`config.mk`:
```
export PLATFORM = sky130hd
export DESIGN_NAME = switch_rr_arbiter_flat
export DESIGN_NICKNAME = d
export VERILOG_FILES = /design/src/rtl/switch_pkg.sv /design/src/rtl/switch_rr_arbiter_if.sv /design/src/rtl/switch_rr_arbiter_rr_pick.sv /design/src/rtl/switch_rr_arbiter.sv /design/src/flat_wrapper.sv
export SDC_FILE = /design/constraint.sdc
export NUM_CORES = 1
export LEC_CHECK = 0
export ABC_AREA = 1
export CORE_MARGIN = 2
export CORE_UTILIZATION = 25
export CTS_BUF_LIST = sky130_fd_sc_hd__clkbuf_4 sky130_fd_sc_hd__clkbuf_8
export CTS_CLUSTER_DIAMETER = 120
export DETAILED_ROUTE_END_ITERATION = 16
export PLACE_DENSITY = 0.57
export SLEW_MARGIN = 20
export SYNTH_ARGS = -nofsm -noshare
export SYNTH_HDL_FRONTEND = slang
export SYNTH_HIERARCHICAL = 1
export SYNTH_SLANG_ARGS = --single-unit
```
`constraint.sdc`:
```
create_clock -name clk -period 1.6 [get_ports clk]
set_input_delay 0.24 -clock clk [delete_from_list [all_inputs] [get_ports clk]]
set_output_delay 0.24 -clock clk [all_outputs]
set_load 0.02 [all_outputs]
```
`src/rtl/switch_pkg.sv`:
```
// Shared constants and types for the address-split switch and its front-end arbiter.
package switch_pkg;

  localparam int NUM_REQ_DEF    = 4;
  localparam int ADDR_WIDTH_DEF = 8;
  localparam int DATA_WIDTH_DEF = 16;
  localparam int MAX_BURST_DEF  = 4;

  // Address split point used by the downstream switch; the arbiter never looks at it.
  localparam logic [7:0] ADDR_DIV = 8'h3F;

  typedef enum logic {
    IDLE  = 1'b0,
    GRANT = 1'b1
  } arb_state_t;

endpackage

```
`src/rtl/switch_rr_arbiter_if.sv`:
```
// Requester-side handshake and switch-side beat bus of the round-robin arbiter.
// Requester i owns slice [i*ADDR_WIDTH +: ADDR_WIDTH] of req_addr (same for req_data).
interface switch_rr_arbiter_if #(
  parameter int NUM_REQ    = 4,
  parameter int ADDR_WIDTH = 8,
  parameter int DATA_WIDTH = 16
);

  logic [NUM_REQ-1:0]            req_valid;
  logic [NUM_REQ*ADDR_WIDTH-1:0] req_addr;
  logic [NUM_REQ*DATA_WIDTH-1:0] req_data;
  logic [NUM_REQ-1:0]            req_ready;

  logic                          sw_valid;
  logic [ADDR_WIDTH-1:0]         sw_addr;
  logic [DATA_WIDTH-1:0]         sw_data;

  // Requesters plus the switch observing the output beat.
  modport master (
    output req_valid, req_addr, req_data,
    input  req_ready, sw_valid, sw_addr, sw_data
  );

  // The arbiter itself.
  modport slave (
    input  req_valid, req_addr, req_data,
    output req_ready, sw_valid, sw_addr, sw_data
  );

endinterface

```
`src/rtl/switch_rr_arbiter_rr_pick.sv`:
```
// Rotating-priority encoder: first asserted request searching upward from last+1 with wrap.
module rr_pick #(
  parameter  int NUM_REQ = 4,
  localparam int IW      = $clog2(NUM_REQ)
) (
  input  logic [NUM_REQ-1:0] req,
  input  logic [IW-1:0]      last,
  output logic               found,
  output logic [IW-1:0]      idx
);

  // Walk offsets 1..NUM_REQ so the last owner is checked last; first hit wins.
  always_comb begin
    int          j;
    logic [IW-1:0] sel;
    found = 1'b0;
    idx   = last;
    j     = 0;
    sel   = '0;
    for (int k = 1; k <= NUM_REQ; k++) begin
      j   = (int'(last) + k) % NUM_REQ;
      sel = IW'(j);
      if (!found && req[sel]) begin
        found = 1'b1;
        idx   = sel;
      end
    end
  end

endmodule

```
`src/rtl/switch_rr_arbiter.sv`:
```
// Round-robin arbiter sharing the switch input port among NUM_REQ requesters.
// An owner keeps the grant for up to MAX_BURST beats; each re-grant costs one
// IDLE bubble. Outputs to the switch are registered.
module switch_rr_arbiter
  import switch_pkg::*;
#(
  parameter  int NUM_REQ    = NUM_REQ_DEF,
  parameter  int ADDR_WIDTH = ADDR_WIDTH_DEF,
  parameter  int DATA_WIDTH = DATA_WIDTH_DEF,
  parameter  int MAX_BURST  = MAX_BURST_DEF,
  localparam int IW         = $clog2(NUM_REQ),
  localparam int CW         = $clog2(MAX_BURST + 1)
) (
  input  logic                clk,
  input  logic                rstn,
  input  logic                en,
  switch_rr_arbiter_if.slave  bus,
  output logic [IW-1:0]       grant_id,
  output logic                busy
);

  arb_state_t state, state_nxt;
  logic [IW-1:0] gid_nxt;
  logic [CW-1:0] burst_cnt, cnt_nxt;

  logic          pick_found;
  logic [IW-1:0] pick_idx;

  logic [NUM_REQ-1:0]                 ready;
  logic                               accept;
  logic [NUM_REQ-1:0][ADDR_WIDTH-1:0] addr_v;
  logic [NUM_REQ-1:0][DATA_WIDTH-1:0] data_v;

  assign addr_v = bus.req_addr;
  assign data_v = bus.req_data;

  rr_pick #(.NUM_REQ(NUM_REQ)) u_pick (
    .req   (bus.req_valid),
    .last  (grant_id),
    .found (pick_found),
    .idx   (pick_idx)
  );

  // Ready depends only on state/owner so a requester can never loop valid into ready.
  always_comb begin
    ready = '0;
    if (en && state == GRANT) ready[grant_id] = 1'b1;
  end

  assign bus.req_ready = ready;
  assign accept        = ready[grant_id] & bus.req_valid[grant_id];
  assign busy          = (state == GRANT);

  // Next-state: arbitrate in IDLE, count beats or release in GRANT; en=0 holds everything.
  always_comb begin
    state_nxt = state;
    gid_nxt   = grant_id;
    cnt_nxt   = burst_cnt;
    if (en) begin
      case (state)
        IDLE: begin
          if (pick_found) begin
            state_nxt = GRANT;
            gid_nxt   = pick_idx;
            cnt_nxt   = '0;
          end
        end
        GRANT: begin
          if (accept) begin
            cnt_nxt = burst_cnt + 1'b1;
            if (burst_cnt == CW'(MAX_BURST - 1)) state_nxt = IDLE;
          end else begin
            // Owner dropped valid: give the port up without a beat.
            state_nxt = IDLE;
          end
        end
        default: state_nxt = IDLE;
      endcase
    end
  end

  // FSM, owner and burst counter registers; grant_id resets so requester 0 is first.
  always_ff @(posedge clk or negedge rstn) begin
    if (!rstn) begin
      state     <= IDLE;
      grant_id  <= IW'(NUM_REQ - 1);
      burst_cnt <= '0;
    end else begin
      state     <= state_nxt;
      grant_id  <= gid_nxt;
      burst_cnt <= cnt_nxt;
    end
  end

  // Switch-side beat register: one-cycle valid pulse per accepted beat, payload held otherwise.
  always_ff @(posedge clk or negedge rstn) begin
    if (!rstn) begin
      bus.sw_valid <= 1'b0;
      bus.sw_addr  <= '0;
      bus.sw_data  <= '0;
    end else begin
      bus.sw_valid <= accept;
      if (accept) begin
        bus.sw_addr <= addr_v[grant_id];
        bus.sw_data <= data_v[grant_id];
      end
    end
  end

endmodule

```
`src/flat_wrapper.sv`:
```
// flat-port wrapper written by rule: the top's interface ports become plain ports
module switch_rr_arbiter_flat import switch_pkg::*;
#(
  parameter  int NUM_REQ    = NUM_REQ_DEF,
  parameter  int ADDR_WIDTH = ADDR_WIDTH_DEF,
  parameter  int DATA_WIDTH = DATA_WIDTH_DEF,
  parameter  int MAX_BURST  = MAX_BURST_DEF,
  localparam int IW         = $clog2(NUM_REQ),
  localparam int CW         = $clog2(MAX_BURST + 1)
)
  (clk, rstn, en, grant_id, busy, bus_req_valid, bus_req_addr, bus_req_data, bus_req_ready, bus_sw_valid, bus_sw_addr, bus_sw_data);
  switch_rr_arbiter_if #(.NUM_REQ(NUM_REQ), .ADDR_WIDTH(ADDR_WIDTH), .DATA_WIDTH(DATA_WIDTH)) bus_i ();
  input  logic clk;
  input  logic rstn;
  input  logic en;
  output logic [IW-1:0] grant_id;
  output logic busy;
  input wire logic [$bits(bus_i.req_valid)-1:0] bus_req_valid;
  input wire logic [$bits(bus_i.req_addr)-1:0] bus_req_addr;
  input wire logic [$bits(bus_i.req_data)-1:0] bus_req_data;
  output wire logic [$bits(bus_i.req_ready)-1:0] bus_req_ready;
  output wire logic [$bits(bus_i.sw_valid)-1:0] bus_sw_valid;
  output wire logic [$bits(bus_i.sw_addr)-1:0] bus_sw_addr;
  output wire logic [$bits(bus_i.sw_data)-1:0] bus_sw_data;
  assign bus_i.req_valid = bus_req_valid;
  assign bus_i.req_addr = bus_req_addr;
  assign bus_i.req_data = bus_req_data;
  assign bus_req_ready = bus_i.req_ready;
  assign bus_sw_valid = bus_i.sw_valid;
  assign bus_sw_addr = bus_i.sw_addr;
  assign bus_sw_data = bus_i.sw_data;
  switch_rr_arbiter #(.NUM_REQ(NUM_REQ), .ADDR_WIDTH(ADDR_WIDTH), .DATA_WIDTH(DATA_WIDTH), .MAX_BURST(MAX_BURST)) u_core (.clk(clk), .rstn(rstn), .en(en), .bus(bus_i), .grant_id(grant_id), .busy(busy));
endmodule
```
# ---- Yosys cells after proc, flatten, opt, wreduce, memory -nomap -nowiden
# Cells that the tools add are included.
dict set report totals {
  ff_bits 31
  output_inout_bits 32
}
dict set report op_classes {
  bitwise 2
  magnitude_cmp 6
  reduce_logical 11
  n_mux 34
  eq_ne 3
  add_sub_neg 5
}
# operator n
set op_table {}
lappend op_table {{16-bit binary-select mux with 2-bit select} 1}
lappend op_table {{8-bit binary-select mux with 2-bit select} 1}
lappend op_table {{16-bit two-way mux} 1}
lappend op_table {{2-bit by 3-bit < comparator with 1-bit output (second input constant)} 5}
lappend op_table {{1-bit two-way mux} 14}
lappend op_table {{1-bit binary-select mux with 2-bit select} 6}
lappend op_table {{2-bit two-way mux} 4}
lappend op_table {{8-bit two-way mux} 1}
lappend op_table {{3-bit two-way mux} 2}
lappend op_table {{3-bit one-hot mux with 2 select lines} 1}
lappend op_table {{1-bit logical AND} 5}
lappend op_table {{2-bit by 1-bit adder with 2-bit output (second input constant)} 2}
lappend op_table {{2-bit adder (second input constant)} 2}
lappend op_table {{4-bit two-way mux} 1}
lappend op_table {{4-bit AND reduction} 1}
lappend op_table {{4-bit nonzero test} 1}
lappend op_table {{3-bit by 1-bit adder with 3-bit output (second input constant)} 1}
lappend op_table {{3-bit by 2-bit equality test with 1-bit output (second input constant)} 1}
lappend op_table {{1-bit logical NOT} 3}
lappend op_table {{3-bit AND reduction} 1}
lappend op_table {{1-bit demux with 2-bit select} 1}
lappend op_table {{2-bit by 1-bit >= comparator with 1-bit output (second input constant)} 1}
lappend op_table {{2-bit by 1-bit inequality test with 1-bit output (second input constant)} 1}
lappend op_table {{2-bit inequality test (second input constant)} 1}
lappend op_table {{3 further kinds} 3}

# ---- Longest topological paths before layout
# Gate-level depths: netlist of run 1.
dict set report depth {
  depth_word 15
  depth_mapped 12
  depth_no_buf 11
}

# ---- By module
# Netlist of run 1, hierarchy kept.
# mod n_inst cells_each area_each_um2
set modules_own_cells {}
lappend modules_own_cells {switch_rr_arbiter 1 289 2020.7}
lappend modules_own_cells {rr_pick 1 46 231.5}

# ---- Least setup slack after synthesis of run 1
# Ideal clock, no wire load.
dict set report synth_timing {
  path_type {register to register}
  startpoint {register u_core.grant_id[0]}
  endpoint {register u_core.state, in the netlist u_core/busy}
  t_arrival_ns 1.750
  slack_ns -0.273
  path_stages_with_launch 12
  n_path_buf 1
  required_time_ns 1.476
  period_less_slack_ns 1.873
  path_cell_list {dfstp_2 > buf_6 > inv_4 > nand2_1 > nand2_2 > nand2_2 > nand2_4 > a21oi_2 > nand4_1 > nand3_1 > o21ai_0 > o21bai_2}
}
dict set report synth_via {
  elab_chain_len 15
}
# element line
set synth_rtl {}
lappend synth_rtl {{start, declared} switch_rr_arbiter.sv:18} ;# output logic [IW-1:0] grant_id,
lappend synth_rtl {{start signal, assigned} switch_rr_arbiter.sv:86} ;# grant_id <= IW'(NUM_REQ - 1);
lappend synth_rtl {{start signal, assigned} switch_rr_arbiter.sv:90} ;# grant_id <= gid_nxt;
lappend synth_rtl {{2-bit by 1-bit adder with 2-bit output} switch_rr_arbiter_rr_pick.sv:21} ;# j = (int'(last) + k) % NUM_REQ;
lappend synth_rtl {{1-bit binary-select mux with 2-bit select} switch_rr_arbiter_rr_pick.sv:23} ;# if (!found && req[sel]) begin
lappend synth_rtl {{1-bit two-way mux (implied by the code)} switch_rr_arbiter_rr_pick.sv:23}
lappend synth_rtl {{1-bit two-way mux} switch_rr_arbiter_rr_pick.sv:23}
lappend synth_rtl {{1-bit logical NOT} switch_rr_arbiter_rr_pick.sv:23}
lappend synth_rtl {{1-bit logical AND} switch_rr_arbiter_rr_pick.sv:23}
lappend synth_rtl {{1-bit two-way mux} switch_rr_arbiter_rr_pick.sv:23}
lappend synth_rtl {{1-bit logical NOT} switch_rr_arbiter_rr_pick.sv:23}
lappend synth_rtl {{1-bit logical AND} switch_rr_arbiter_rr_pick.sv:23}
lappend synth_rtl {{1-bit two-way mux} switch_rr_arbiter_rr_pick.sv:23}
lappend synth_rtl {{1-bit logical NOT} switch_rr_arbiter_rr_pick.sv:23}
lappend synth_rtl {{1-bit logical AND} switch_rr_arbiter_rr_pick.sv:23}
lappend synth_rtl {{1-bit two-way mux (*)} switch_rr_arbiter_rr_pick.sv:23}
lappend synth_rtl {{named net u_core.pick_found} switch_rr_arbiter.sv:26} ;# logic pick_found;
lappend synth_rtl {{1-bit two-way mux (*)} switch_rr_arbiter.sv:62} ;# if (pick_found) begin
lappend synth_rtl {{1-bit one-hot mux with 2 select lines (*)} switch_rr_arbiter.sv:60} ;# case (state)
lappend synth_rtl {{end signal, assigned} switch_rr_arbiter.sv:89} ;# state <= state_nxt;
lappend synth_rtl {{end, declared} switch_rr_arbiter.sv:22} ;# arb_state_t state, state_nxt;
# The timed path passes the listed nets; every way through them passes the cells marked *. The select of a mux whose other input is x is not followed.
# A chain may end at the register's enable or synchronous reset.

# ---- Worst setup path after layout of run 1
dict set report layout_timing {
  startpoint {register u_core.grant_id[0]}
  endpoint {register u_core.grant_id[1]}
}
dict set report layout_via {
  elab_chain_len 14
}
# element line
set layout_rtl {}
lappend layout_rtl {{2-bit by 1-bit adder with 2-bit output} switch_rr_arbiter_rr_pick.sv:21}
lappend layout_rtl {{1-bit binary-select mux with 2-bit select} switch_rr_arbiter_rr_pick.sv:23}
lappend layout_rtl {{1-bit two-way mux (implied by the code)} switch_rr_arbiter_rr_pick.sv:23}
lappend layout_rtl {{1-bit two-way mux} switch_rr_arbiter_rr_pick.sv:23}
lappend layout_rtl {{1-bit logical NOT} switch_rr_arbiter_rr_pick.sv:23}
lappend layout_rtl {{1-bit logical AND} switch_rr_arbiter_rr_pick.sv:23}
lappend layout_rtl {{1-bit two-way mux} switch_rr_arbiter_rr_pick.sv:23}
lappend layout_rtl {{1-bit logical NOT} switch_rr_arbiter_rr_pick.sv:23}
lappend layout_rtl {{1-bit logical AND} switch_rr_arbiter_rr_pick.sv:23}
lappend layout_rtl {{1-bit two-way mux} switch_rr_arbiter_rr_pick.sv:23}
lappend layout_rtl {{1-bit logical NOT} switch_rr_arbiter_rr_pick.sv:23}
lappend layout_rtl {{1-bit logical AND} switch_rr_arbiter_rr_pick.sv:23}
lappend layout_rtl {{1-bit two-way mux (*)} switch_rr_arbiter_rr_pick.sv:23}
lappend layout_rtl {{named net u_core.pick_found} switch_rr_arbiter.sv:26}
lappend layout_rtl {{4-bit AND reduction (no line) (*)} -}
# Marks and branches as above.

==> summary.md, run 1 <==
| Metric | Value |
|---|---|
| Status | `complete, but fails checks` |
| Failing checks | `setup timing` |
| Final WS setup | `-0.215 ns` |
| Routed Antenna Nets | `0` |
| Bufs on Longest Clock Path | `2` |
| Post-synthesis sequential area ratio | `34.6%` |
| Grt ovf | `0` |
| Area leader, netlist | `dfrtp_1` |
| FMAX | `551 MHz` |
| Core Area | `8720 um2` |
| TritonCTS Sinks | `31` |
| Final hold slack | `0.00832 ns` |
| Top cell type's share of synthesized area | `32.2%` |
| Leakage power | `2.17 nW` |
| Max Cap Viol | `0` |
| Starting Density | `25.8%` |
| Hold-fix buffers, CTS | `0` |
| RePlAce Congestion | `0.815` |
| CP Class | `reg -> reg` |
| Initial antenna violation count | `0` |
| TNS Setup | `-4.89 ns` |
| RSZ-0062 raised after global routing | `true` |
| IO Pins | `135` |
| Die ar. | `9780 um2` |
| Pin count of the biggest net entering global routing | `32` |
| Setup crit start kind | `flip-flop` |
| IO buf count | `134` |
| DP Worst Slack | `-0.410 ns` |
| Critical path arrival | `2.03 ns` |
| Die H | `98.9 um` |
| Clock root buffer | `clkbuf_8` |
| CP max FO | `7` |
| First-pass GRT wire length | `15000 um` |
| Synthesized cell area | `2250 um2` |
| Routed via count | `3076` |
| Worst-skew pair later-pin latency | `0.28 ns` |
| CTS tree | `done` |
| Worst-case reg-to-reg path depth | `10` |
| Slew HR | `51.0%` |
| Syn avg cell area | `6.72 um2` |
| Vias in the first global route | `3049` |
| Inst Count DP | `586` |
| CP endpoint kind | `flip-flop` |
| Final Hold Viols | `0` |
| Final min period | `1.82 ns` |
| DR iter-0 viols | `84` |
| Most numerous cell in the Yosys netlist | `nand3_1` |
| Synth warnings | `6` |
| Commonest cells in the netlist | `108 x nand3_1, 105 x nand2_1, 29 x dfrtp_1` |
| Max Slew Vio Count | `0` |
| DR vias/cell | `4.93` |
| Routed len/inst | `14.8 um` |
| CTS buffer count | `5` |
| Die Span X | `98.9 um` |
| Detailed placement HPWL | `6270 um` |
| Clock-pin slew on the worst setup and hold paths | `0.07 ns` |
| Worst EP required | `1.81 ns` |
| Non-filler cells, final | `624` |
| Share of cells above drive strength 1 | `29.7%` |
| Worst hold path type | `in -> async` |
| Post-synthesis cell type count | `23` |
| Setup Viol. Count Final | `33` |
| Worst vdd rail ir drop | `814 uV` |
| Syn_nets | `440` |
| Worst-Margin Slew | `0.735 ns` |
| Top_reg_cell synth | `dfrtp_1` |
| EDFF count, synth | `0` |
| DR pass1 iterations | `6` |
| Row Count | `34` |
| Pwr Total | `7.99 mW` |
| Fin nets | `620` |
| Ys async rst share | `100%` |
| Clock Skew | `0.00428 ns` |
| Post-route DRC | `0` |
| Ant diodes | `0` |
| Synth area leaders | `dfrtp_1 32%, nand3_1 24%, nand2_1 18%` |
| GRT Total Usage | `18.8%` |
| Final wirelength | `9240 um` |
| Cell Pwr Density | `1730 nW/um2` |
| Period utilization | `113%` |
| H-tree levels | `2` |
| Cells after synthesis | `335` |
| Yosys reg bits | `31` |
| Area Growth Syn to Fin | `106%` |
state kept, by name, indices dropped and copies added, names as in the netlist:
name and cells:
u_core/bus.sw_data 16, u_core/bus.sw_addr 8, u_core/burst_cnt 3, u_core/grant_id 2
u_core/bus.sw_valid 1, u_core/busy 1
report_power, final:
part           switching [mW]  internal, mW  leakage, nW  total, mW
Clock                   0.313         0.504       0.0612      0.816
Combinational            3.12          2.71         1.71       5.83
Sequential              0.212          1.13        0.393       1.35
Total                    3.64          4.35         2.17       7.99
timing repair:
item,4_1_cts,5_1_grt
setup buffers,17,10
pin swaps,14,17
resized for setup,83,46
hold endpoints to repair,0,0
gates cloned,5,0
endpoints found under the setup margin,37,36
area by class of cell:
cell class | instances | area, um2
Tap cell | 108 | 135
Multi-Input combinational cell | 267 | 1540
Fill cell | 825 | 4090
Clock buffer | 6 | 82.6
Clock inverter | 2 | 35.0
Sequential cell | 31 | 778
Timing Repair Buffer | 198 | 1940
Timing Repair inverter | 3 | 48.8
Inverter | 9 | 62.6
final timing paths:
path                                                         from                                 to  slack, ns
worst max register to register     u_core/grant_id[0]$_DFFE_PN1P_     u_core/grant_id[1]$_DFFE_PN1P_      -0.22
min in group clk                u_core/bus.sw_data[4]$_DFFE_PN0P_  u_core/bus.sw_data[4]$_DFFE_PN0P_       0.48
worst min-delay path                                         rstn  u_core/bus.sw_addr[1]$_DFFE_PN0P_      0.008
worst min register to register  u_core/bus.sw_data[4]$_DFFE_PN0P_  u_core/bus.sw_data[4]$_DFFE_PN0P_       0.48
worst max-delay path               u_core/grant_id[0]$_DFFE_PN1P_     u_core/grant_id[1]$_DFFE_PN1P_      -0.22
max in group asynchronous                                    rstn  u_core/bus.sw_data[0]$_DFFE_PN0P_       1.11
routing by layer:
metal / vias to the layer above / share of wire, % / track usage (%) / wire, um
li1: 1514 / - / - / -
met1: 1443 / 41 / 22.6 / 3780
met2: 110 / 51 / 33.3 / 4670
met3: 9 / 7.5 / 5.53 / 689
met4: 0 / 1.1 / 3.90 / 102
met5: - / 0 / 0 / 0
critical path, cell delays in order, from the launching register on:
cell	delay [ns]
dfstp_2	0.59
buf_6	0.14
inv_8	0.05
nand2_1	0.10
nand2_1	0.10
o21ai_0	0.18
nand4_1	0.18
nand3_2	0.13
buf_6	0.14
nor2_2	0.03
a21oi_1	0.11
stage by stage:
step	cell area [um2]	utilization, %
floorplan	2290	-
global placement	3890	44.6
detailed placement	3890	44.6
CTS	4430	50.8
global route	4630	53.1
finish	4630	53.1
cell usage in the layout (no fill, tap or decap), drive strengths merged:
cell type,n
clkdlybuf4s50,126
nand2,113
nand3,108
buf,70
dfrtp,29
nand4,26
inv,12
clkbuf,6
a21oi,5
nor3,4
o21ai,3
nor2,2
nand3b,2
ha,2
dfstp,2
bufinv,1
clkinv,1
bufbuf,1
dlymetal6s2s,1
o21bai,1
xor2,1
logic make-up (layout without fill, tap and decap cells):
logic type	Yosys count	after routing	synth area share [%]
compound gates	9	9	2.44
xor+xnor	1	1	0.389
fa+ha+maj	2	2	1.11
buf+inv	37	218	8.44
flops	31	31	34.6
simple gates	255	255	53.1
No activity file was read; power rests on OpenSTA's default activity.
==> run 2, diff against run 1 <==
--- a/constraint.sdc
+++ b/constraint.sdc
@@ -3,2 +3,2 @@
 set_output_delay 0.24 -clock clk [all_outputs]
-set_load 0.02 [all_outputs]
+set_load 0.01 [all_outputs]
==> run 2 against run 1 <==
  * The flow still finishes with violations (setup timing)
  * Die area stayed put
  * Global-route usage is 2.6 points lower
  * Combinational power is 11% lower
  * Register-to-register slack better by 0.04 ns
  * Clock power is 2% lower
  * Largest power group unchanged
  * Highest routed layer unchanged
  * Core utilization is 1.6 points lower
  * Hold slack better by 0.44 ns
  * Critical path type unchanged
  * Sequential share of layout area is 0.52 points higher
  * Total power is 8.1% lower
  * Critical path depth is 2 higher
  * Clock-buffer cell count stayed put
==> summary.md, run 2 (same netlist as run 1, synthesis figures left out) <==
| Metric | Value |
|---|---|
| Die ar. | `9780 um2` |
| Worst vdd rail ir drop | `660 uV` |
| Final Hold Viols | `0` |
| Cell Pwr Density | `1630 nW/um2` |
| Fin nets | `603` |
| Area Growth Syn to Fin | `99.3%` |
| Core Area | `8720 um2` |
| First-pass GRT wire length | `13000 um` |
| DR pass1 iterations | `4` |
| Grt ovf | `0` |
| Placed cell areas | `3860 um2` |
| GRT Total Usage | `16.2%` |
| CTS buffer count | `5` |
| Die Span X | `98.9 um` |
| Setup crit start kind | `flip-flop` |
| Routed len/inst | `13.8 um` |
| Crit path cell chain | `buf_6, buf_6, buf_6, nand2_2, nand2_1, nand2_1, nand2_2, nand2_8, clkinv_8, clkbuf_16, nand2_4, nand2_2` |
| Max Cap Viol | `0` |
| Status | `complete, but fails checks` |
| CP Class | `reg -> reg` |
| Non-filler cells, final | `607` |
| Final WS setup | `-0.173 ns` |
| Flip-flop count of the largest register after layout | `16` |
| RePlAce Congestion | `0.844` |
| Routed via count | `2959` |
| Row Count | `34` |
| H-tree levels | `2` |
| Vias in the first global route | `2859` |
| Clock-pin slew on the worst setup and hold paths | `0.07 ns` |
| Starting Density | `25.8%` |
| IO Pins | `135` |
| Pwr Total | `7.34 mW` |
| DR iter-0 viols | `116` |
| Max Slew Vio Count | `0` |
| TNS Setup | `-4.61 ns` |
| Reg2reg start | `u_core/grant_id[0]$_DFFE_PN1P_` |
| Clock Skew | `0.00451 ns` |
| Final wirelength | `8400 um` |
| Worst-skew pair later-pin latency | `0.28 ns` |
| Final instance area | `4490 um2` |
| Largest regs | `u_core/bus.sw_data: 16 flops, u_core/bus.sw_addr: 8 flops, u_core/burst_cnt: 3 flops` |
| CP max FO | `6` |
| Bufs on Longest Clock Path | `2` |
| Inst Count DP | `582` |
| Period utilization | `111%` |
| Clock root buffer | `clkbuf_8` |
| DR vias/cell | `4.87` |
| Die H | `98.9 um` |
| Critical Path Start | `u_core/grant_id[0]$_DFFE_PN1P_` |
| Ant diodes | `0` |
| Final min period | `1.77 ns` |
| Worst-Margin Slew | `0.459 ns` |
| Critical-path top delay cell | `dfstp_2` |
| DP Worst Slack | `-0.289 ns` |
| Final Util | `51.5%` |
| Share of cells above drive strength 1 | `28.7%` |
| Pin count of the biggest net entering global routing | `44` |
| IO buf count | `134` |
| Slew HR | `69.4%` |
| Reg with most FFs | `u_core/bus.sw_data` |
| Commonest non-fill, non-tap cell in the layout | `clkdlybuf4s50_1` |
| Routed Antenna Nets | `0` |
| CTS tree | `done` |
| Crit path largest cell delay | `0.57 ns` |
| Setup Viol. Count Final | `33` |
| Failing checks | `setup timing` |
| TritonCTS Sinks | `31` |
| Worst hold path type | `in -> async` |
| Commonest cells after routing, fill and taps aside | `127 x clkdlybuf4s50_1, 101 x nand3_1, 57 x nand2_1` |
| RSZ-0062 raised after global routing | `true` |
| Leakage power | `2.03 nW` |
| Initial antenna violation count | `0` |
| FMAX | `564 MHz` |
| Detailed placement HPWL | `6110 um` |
| Critical path arrival | `2.00 ns` |
| Final hold slack | `0.448 ns` |
| CP endpoint kind | `flip-flop` |
| Post-route DRC | `0` |
| Worst EP required | `1.82 ns` |
## run 2: cell types whose count changed in the layout (fill, tap and decap cells not counted), moves of 3 or more
cell | previous run | this run
buf_2 | 3 | 6
buf_4 | 48 | 32
buf_6 | 14 | 10
inv_12 | 3 | 0
nand2_1 | 62 | 57
nand2_2 | 36 | 43
nand2_4 | 15 | 12
nand3_1 | 104 | 101
nand3_2 | 4 | 7
## run 2: layer usage
layer / vias up / routed length (um) / track usage, %
met5: - / 0 / 0
met4: 0 / 97 / 4.43
met3: 10 / 747 / 4.89
met2: 106 / 4110 / 29.2
met1: 1360 / 3450 / 18.5
li1: 1483 / - / -
## run 2: worst paths after layout
path,slack (ns),to,cells after the start
max,-0.17,u_core/bus.sw_addr[7]$_DFFE_PN0P_,12
min,0.45,u_core/bus.sw_addr[2]$_DFFE_PN0P_,3
max reg2reg,-0.17,u_core/bus.sw_addr[7]$_DFFE_PN0P_,12
min reg2reg,0.47,u_core/bus.sw_addr[0]$_DFFE_PN0P_,2
max in group asynchronous,0.91,u_core/grant_id[0]$_DFFE_PN1P_,3
min in group clk,0.47,u_core/bus.sw_addr[0]$_DFFE_PN0P_,2
## run 2: cell type report
| class | count | area, um2 |
|---|---|---|
| clock buffers | 6 | 82.6 |
| clock inverters | 2 | 35.0 |
| fillers | 851 | 4230 |
| inverters | 9 | 61.3 |
| multi-input cells | 267 | 1570 |
| flip-flops and latches | 31 | 778 |
| well taps | 108 | 135 |
| repair buffers | 184 | 1830 |
## run 2: timing repair
action / in CTS / in global routing
cloned: 1 / 2
hold buffers: 1 / 0
hold endpoints to repair: 29 / 0
setup buffers: 11 / 3
setup endpoints to repair: 36 / 34
resized for setup: 67 / 56
pin swaps: 15 / 28
## run 2: critical path: cells and delay by family (launching register included)
kind | cells | cell delay [ns]
buf+inv | 5 | 0.63
flops | 1 | 0.57
simple gates | 7 | 0.50
## run 2: where the power goes
| part | internal, mW | total [mW] | switching [mW] |
|---|---|---|---|
| combinational | 2.46 | 5.19 | 2.73 |
| clock | 0.503 | 0.797 | 0.293 |
| sequential | 1.13 | 1.35 | 0.219 |
==> edit 1: new RTL, settings of run 2 <==
Make the reset (`rstn`) synchronous in 2 clocked blocks.
--- a/src/rtl/switch_rr_arbiter.sv
+++ b/src/rtl/switch_rr_arbiter.sv
@@ -80,7 +80,7 @@
   end
 
   // FSM, owner and burst counter registers; grant_id resets so requester 0 is first.
-  always_ff @(posedge clk or negedge rstn) begin
+  always_ff @(posedge clk) begin
     if (!rstn) begin
       state     <= IDLE;
       grant_id  <= IW'(NUM_REQ - 1);
@@ -93,7 +93,7 @@
   end
 
   // Switch-side beat register: one-cycle valid pulse per accepted beat, payload held otherwise.
-  always_ff @(posedge clk or negedge rstn) begin
+  always_ff @(posedge clk) begin
     if (!rstn) begin
       bus.sw_valid <= 1'b0;
       bus.sw_addr  <= '0;
Function: differs if rstn is asserted again (counterexample within 4 cycles, from zero or initial values and one cycle with rstn low); with rstn held inactive, the same outputs for 10 cycles.
==> edit 1 against run 2 <==
  * Worst setup slack better by 0.22 ns
  * Wire length is 10% higher
  * Count of clock-buffer cells in the layout stayed put
  * Critical path depth is 8 lower
  * Cell count is 9.9% higher
  * Synthesized cell count is 24% higher
  * Cell area is 10% lower
  * Sequential cell count stayed put
  * Global-route usage is 1.6 points higher
  * Area after synthesis is 1.3% higher
  * Highest routed layer unchanged
Power is not compared: it rests on default switching activity, and its combinational part moved more than twofold at a synthesized area within 25%.
==> edit 1: results (changes against run 2) <==
| Metric | Value |
|---|---|
| Cell count after synthesis | `416 (+24%)` |
| Clock Latency Late Sink | `just under 0.3 ns` |
| Setup bufs post-CTS | `0 (-11)` |
| Post-Synth Adder-Cell Area | `0.0110 (-0.000140)` |
| Drt first pass iters | `5 (+1)` |
| CP max FO | `14 (+8)` |
| Slowest stage delay, CP | `0.33 ns (-0.24 ns)` |
| First-pass GRT wire length | `14,100 microns (+8.6%)` |
| Synth Area in Compound Gates | `0.0762 (+0.0518)` |
| Via count | `3,057 (+3.3%)` |
| Placed cell count | `653 (+12%)` |
| Top Registers | `u_core/bus.sw_data (16), u_core/bus.sw_addr (8), u_core/burst_cnt (3)` |
| Starting DRT DRC Count | `149 (+28%)` |
| Commonest cells in the netlist | `212 x nand2_1, 52 x nor2_1, 32 x nand3_1` |
| Post_cts resized | `6 (-91%)` |
| Placed Area | `3840 sq um (-0.55%)` |
| Status | `finished, final reports clean` |
| Synth cell types | `24 (+4.3%)` |
| Pre-CTS setup slack | `-0.270 ns (+0.0189 ns)` |
| Final wirelength | `9290 microns (+10%)` |
| Sequential fraction of the synthesis area | `0.272 (-0.0735)` |
| Async set-reset flop share out of synthesis | `0 (-1.00)` |
| Share of post-route cells with drive strength above 1 | `0.106 (-0.181)` |
| Cell with the largest stage delay on the worst path | `dfxtp_2` |
| Number of global-route vias before repair | `2,991 (+4.6%)` |
| Layout area overhead | `77.0%` |
| Worst slew pin tran | `0.240 ns (-0.218 ns)` |
| GRT Util Overall | `0.178 (+0.0163)` |
| Largest net degree at the start of global routing | `49 (+11%)` |
| Top cells by area, synth | `nand2_1 35%, dfxtp_1 27%, nor2_1 8.6%, nand3_1 7.0%, a21oi_1 5.9%` |
| XOR/XNOR Fraction of Synth Area | `0.00384 (-0.0000491)` |
| Hpwl dp | `6860 microns (+12%)` |
| Worst Hold Class | `flop to flop` |
| Tot Pwr | `~4 mW` |
| DR WL/cell | `13.9 microns (+0.54%)` |
| Gpl congestion | `0.831 (-1.6%)` |
| Nets@finish | `664 (+10%)` |
| Mapped Nets | `521 (+18%)` |
==> edit 1: cell types whose count changed in the layout (fill, tap and decap cells not counted), sizes merged, moves of 23 or more <==
cell,change
nor2,+53
nand2,+105
dfxtp,+31
dfrtp,-29
buf,-29
a21oi,+23
nand3,-76
==> edit 1: layout make-up <==
type	count	area share
Timing Repair Buffer	159	0.404
Multi-Input combinational cell	348	0.373
Sequential cell	31	0.155
Tap cell	108	0.0335
Clock buffer	6	0.0205
Inverter	14	0.0136
Clock inverter	1	0.00124
==> edit 1: kinds of logic (layout without fill, tap and decap cells) <==
group                    after synthesis  after routing
AND/OR/NAND/NOR                      312            312
adder cells (fa/ha/maj)                2              2
flip-flops                            31             31
XOR/XNOR                               1              1
AO/OA/AOI/OAI                         33             33
buffers and inverters                 37            180
==> edit 1: worst max-delay path, delay by kind of cell (launching register included) <==
family | cells | cell delay [ns]
and+or+nand+nor | 1 | 0.17
DFF | 1 | 0.33
buffers and inverters | 3 | 0.53
==> edit 1: routing by layer <==
| layer | vias to the layer above | track usage | part of all wire |
|---|---|---|---|
| met4 | 0 | 0.0316 | 0.0086 |
| met2 | 111 | 0.344 | 0.50 |
| met1 | 1354 | 0.187 | 0.40 |
| met5 | - | 0 | 0 |
| li1 | 1584 | - | - |
| met3 | 8 | 0.0625 | 0.092 |
==> edit 1: worst paths after layout <==
kind                                     startpoint                  end  slack, ns  cells after the start
worst min-delay path            u_core/burst_cnt[2]  u_core/burst_cnt[2]       0.48                      2
worst min register to register  u_core/burst_cnt[2]  u_core/burst_cnt[2]       0.48                      2
worst max-delay path             u_core/grant_id[0]     bus_req_ready[0]       0.05                      4
worst max register to register   u_core/grant_id[0]  u_core/burst_cnt[1]       0.07                     10
==> edit 2: new RTL, settings of run 2 <==
Made on the original files. The package constant `DATA_WIDTH_DEF` goes from 16 to 12.
--- a/src/rtl/switch_pkg.sv
+++ b/src/rtl/switch_pkg.sv
@@ -3,7 +3,7 @@
 
   localparam int NUM_REQ_DEF    = 4;
   localparam int ADDR_WIDTH_DEF = 8;
-  localparam int DATA_WIDTH_DEF = 16;
+  localparam int DATA_WIDTH_DEF = 12;
   localparam int MAX_BURST_DEF  = 4;
 
   // Address split point used by the downstream switch; the arbiter never looks at it.
Interface: changed (resized bus_req_data and bus_sw_data); port bits go from 135 to 115. No check against the original RTL was run, so the function may have changed too.
==> edit 2 against run 2 <==
  * The flow still finishes with violations (setup timing)
  * Worst setup slack improved by 0.018 ns
  * Synthesized cell count fell by 12%
  * Wire length shrank 11%
  * Sequential power decreased by 15%
  * Clock power down 48%
  * Total power is 16% lower
  * Sequential cell count is 4 lower
  * Area after synthesis decreased by 12%
  * First-iteration DRC count is 43% lower
  * Cell area decreased by 15%
  * Critical path type unchanged
  * Critical endpoint is now u_core/busy
  * Largest cell class unchanged
  * Largest power group unchanged
  * Highest routed layer unchanged
==> edit 2: results (changes against run 2) <==
| Metric | Value |
|---|---|
| H-Tree Depth | `1 (-1)` |
| GRT Util Overall | `0.173 (+0.0112)` |
| CP max FO | `7 (+1)` |
| Status | `finished, violations left` |
| P_leak | `1.74 nW (-14%)` |
| Failing checks | `setup timing` |
| Setup ws final | `-0.155 ns (+0.0178 ns)` |
| FP Rows | `32 (-5.9%)` |
| Drt first pass iters | `6 (+2)` |
| Sequential fraction of the synthesis area | `0.342 (-0.00360)` |
| Top cells by area, synth | `dfrtp_1 32%, nand3_1 23%, nand2_1 18%, nand4_1 6.9%, clkbuf_1 2.6%` |
| Synth cell types | `24 (+4.3%)` |
| Final wirelength | `7520 microns (-11%)` |
| Mapped Nets | `383 (-13%)` |
| CTS clk-pin slew, worst paths | `0.09 ns (+0.02 ns)` |
| Commonest cells in the netlist | `93 x nand2_1, 92 x nand3_1, 25 x dfrtp_1` |
| Clk_skew | `0.00227 ns (-0.00224 ns)` |
| Main synth FF type | `dfrtp_1` |
| Finish-stage setup viols | `24 (-27%)` |
| Vias per Instance | `4.82 (-1.2%)` |
| Starting DRT DRC Count | `66 (-43%)` |
| Top Registers | `u_core/bus.sw_data (12), u_core/bus.sw_addr (8), u_core/burst_cnt (3)` |
| Share of post-route cells with drive strength above 1 | `0.243 (-0.0433)` |
| Num CTS Buffers | `3 (-2)` |
| Async set-reset flop share out of synthesis | `1.00 (unchanged)` |
| Largest net degree at the start of global routing | `29 (-34%)` |
| Clock Latency Late Sink | `between 0.2 and 0.3 ns` |
| Gpl congestion | `0.843 (-0.20%)` |
| Peak supply drop | `0.806 mV (+22%)` |
| Hpwl dp | `5470 microns (-10%)` |
| Clock tree buffer depth | `2 (unchanged)` |
| PortBufs | `114 (-15%)` |
| Arr. time, crit path | `1.92 ns (-0.08 ns)` |
| Nets@finish | `534 (-11%)` |
| First-pass GRT wire length | `12,200 microns (-6.7%)` |
| Number of global-route vias before repair | `2,584 (-9.6%)` |
| Worst slew pin tran | `0.359 ns (-0.100 ns)` |
| GRT overflow | `0 (unchanged)` |
[edit 2: cell count changes after synthesis, sizes merged]
cell and delta:
nand4 -4, nand2 -12, buf +1, nand3 -16, clkbuf -6, dfrtp -4
[edit 2: power by group]
group	total, mW	switching, mW	internal, mW
Sequential	1.15	0.164	0.985
Clock	0.413	0.217	0.195
Combinational	4.58	2.29	2.29
[edit 2: worst paths after layout]
path	startpoint	end	slack (ns)	depth (start not counted)
worst max-delay path	u_core/grant_id[0]	u_core/busy	-0.16	11
worst min-delay path	rstn	u_core/burst_cnt[1]	0.34	2
max in group asynchronous	rstn	u_core/grant_id[1]	0.96	2
worst max register to register	u_core/grant_id[0]	u_core/busy	-0.16	11
min in group clk	u_core/bus.sw_data[9]	u_core/bus.sw_data[9]	0.48	2
worst min register to register	u_core/bus.sw_data[9]	u_core/bus.sw_data[9]	0.48	2
[edit 2: logic make-up (layout without fill, tap and decap cells)]
group,after synthesis,in the layout,synth area share
AOI/OAI and AO/OA,9,9,0.0278
xor gates and xnor gates,1,1,0.00442
and+or+nand+nor,223,223,0.529
adders and majority gates,2,2,0.0126
buffers and inverters,32,182,0.0839
DFF,27,27,0.342
[edit 2: cell type report]
type	instances	area [sq um]
tap	102	128
inverter	9	51.3
fill	774	3850
clock buffer	4	48.8
timing repair buffer	169	1680
sequential	27	678
multi-input combinational	235	1250
[edit 2: critical path, cell delays in order (launching register included)]
cell and delay, ns:
dfstp_2 0.57, buf_12 0.13, inv_8 0.05, nand2_2 0.05, nand2_2 0.06, nand2_2 0.10, nand2_4 0.06, a21oi_4 0.11
nand4_1 0.13, nand3_2 0.15, o21ai_1 0.08, o21bai_4 0.16
[edit 2: timing repair]
| action | in CTS | in global routing |
|---|---|---|
| setup endpoints to repair | 32 | 32 |
| buffers inserted | 14 | 5 |
| pin swaps | 9 | 16 |
| resized for setup | 42 | 23 |
| cloned | 2 | 0 |
[edit 2: per-stage QoR]
step / instances / setup TNS, ns / area [sq um] / setup slack, ns / total power, mW
final: 546 / -2.25 / 3830 / -0.155 / 6.14
after global routing: 546 / -4.97 / 3830 / -0.236 / 6.69
after CTS: 541 / -2.36 / 3730 / -0.130 / 5.96
after detailed placement: 522 / -2.71 / 3450 / -0.232 / 5.03
after global placement: 522 / -2.26 / 3450 / -0.188 / 4.99
after floorplan: 294 / -0.187 / 2010 / -0.150 / 3.30
[edit 2: per-layer routing]
| layer | part of all wire | up-vias | track usage |
|---|---|---|---|
| met5 | 0 | - | 0 |
| met4 | 0.0055 | 0 | 0.0368 |
| li1 | - | 1313 | - |
| met3 | 0.059 | 2 | 0.0274 |
| met2 | 0.51 | 75 | 0.315 |
| met1 | 0.43 | 1239 | 0.216 |
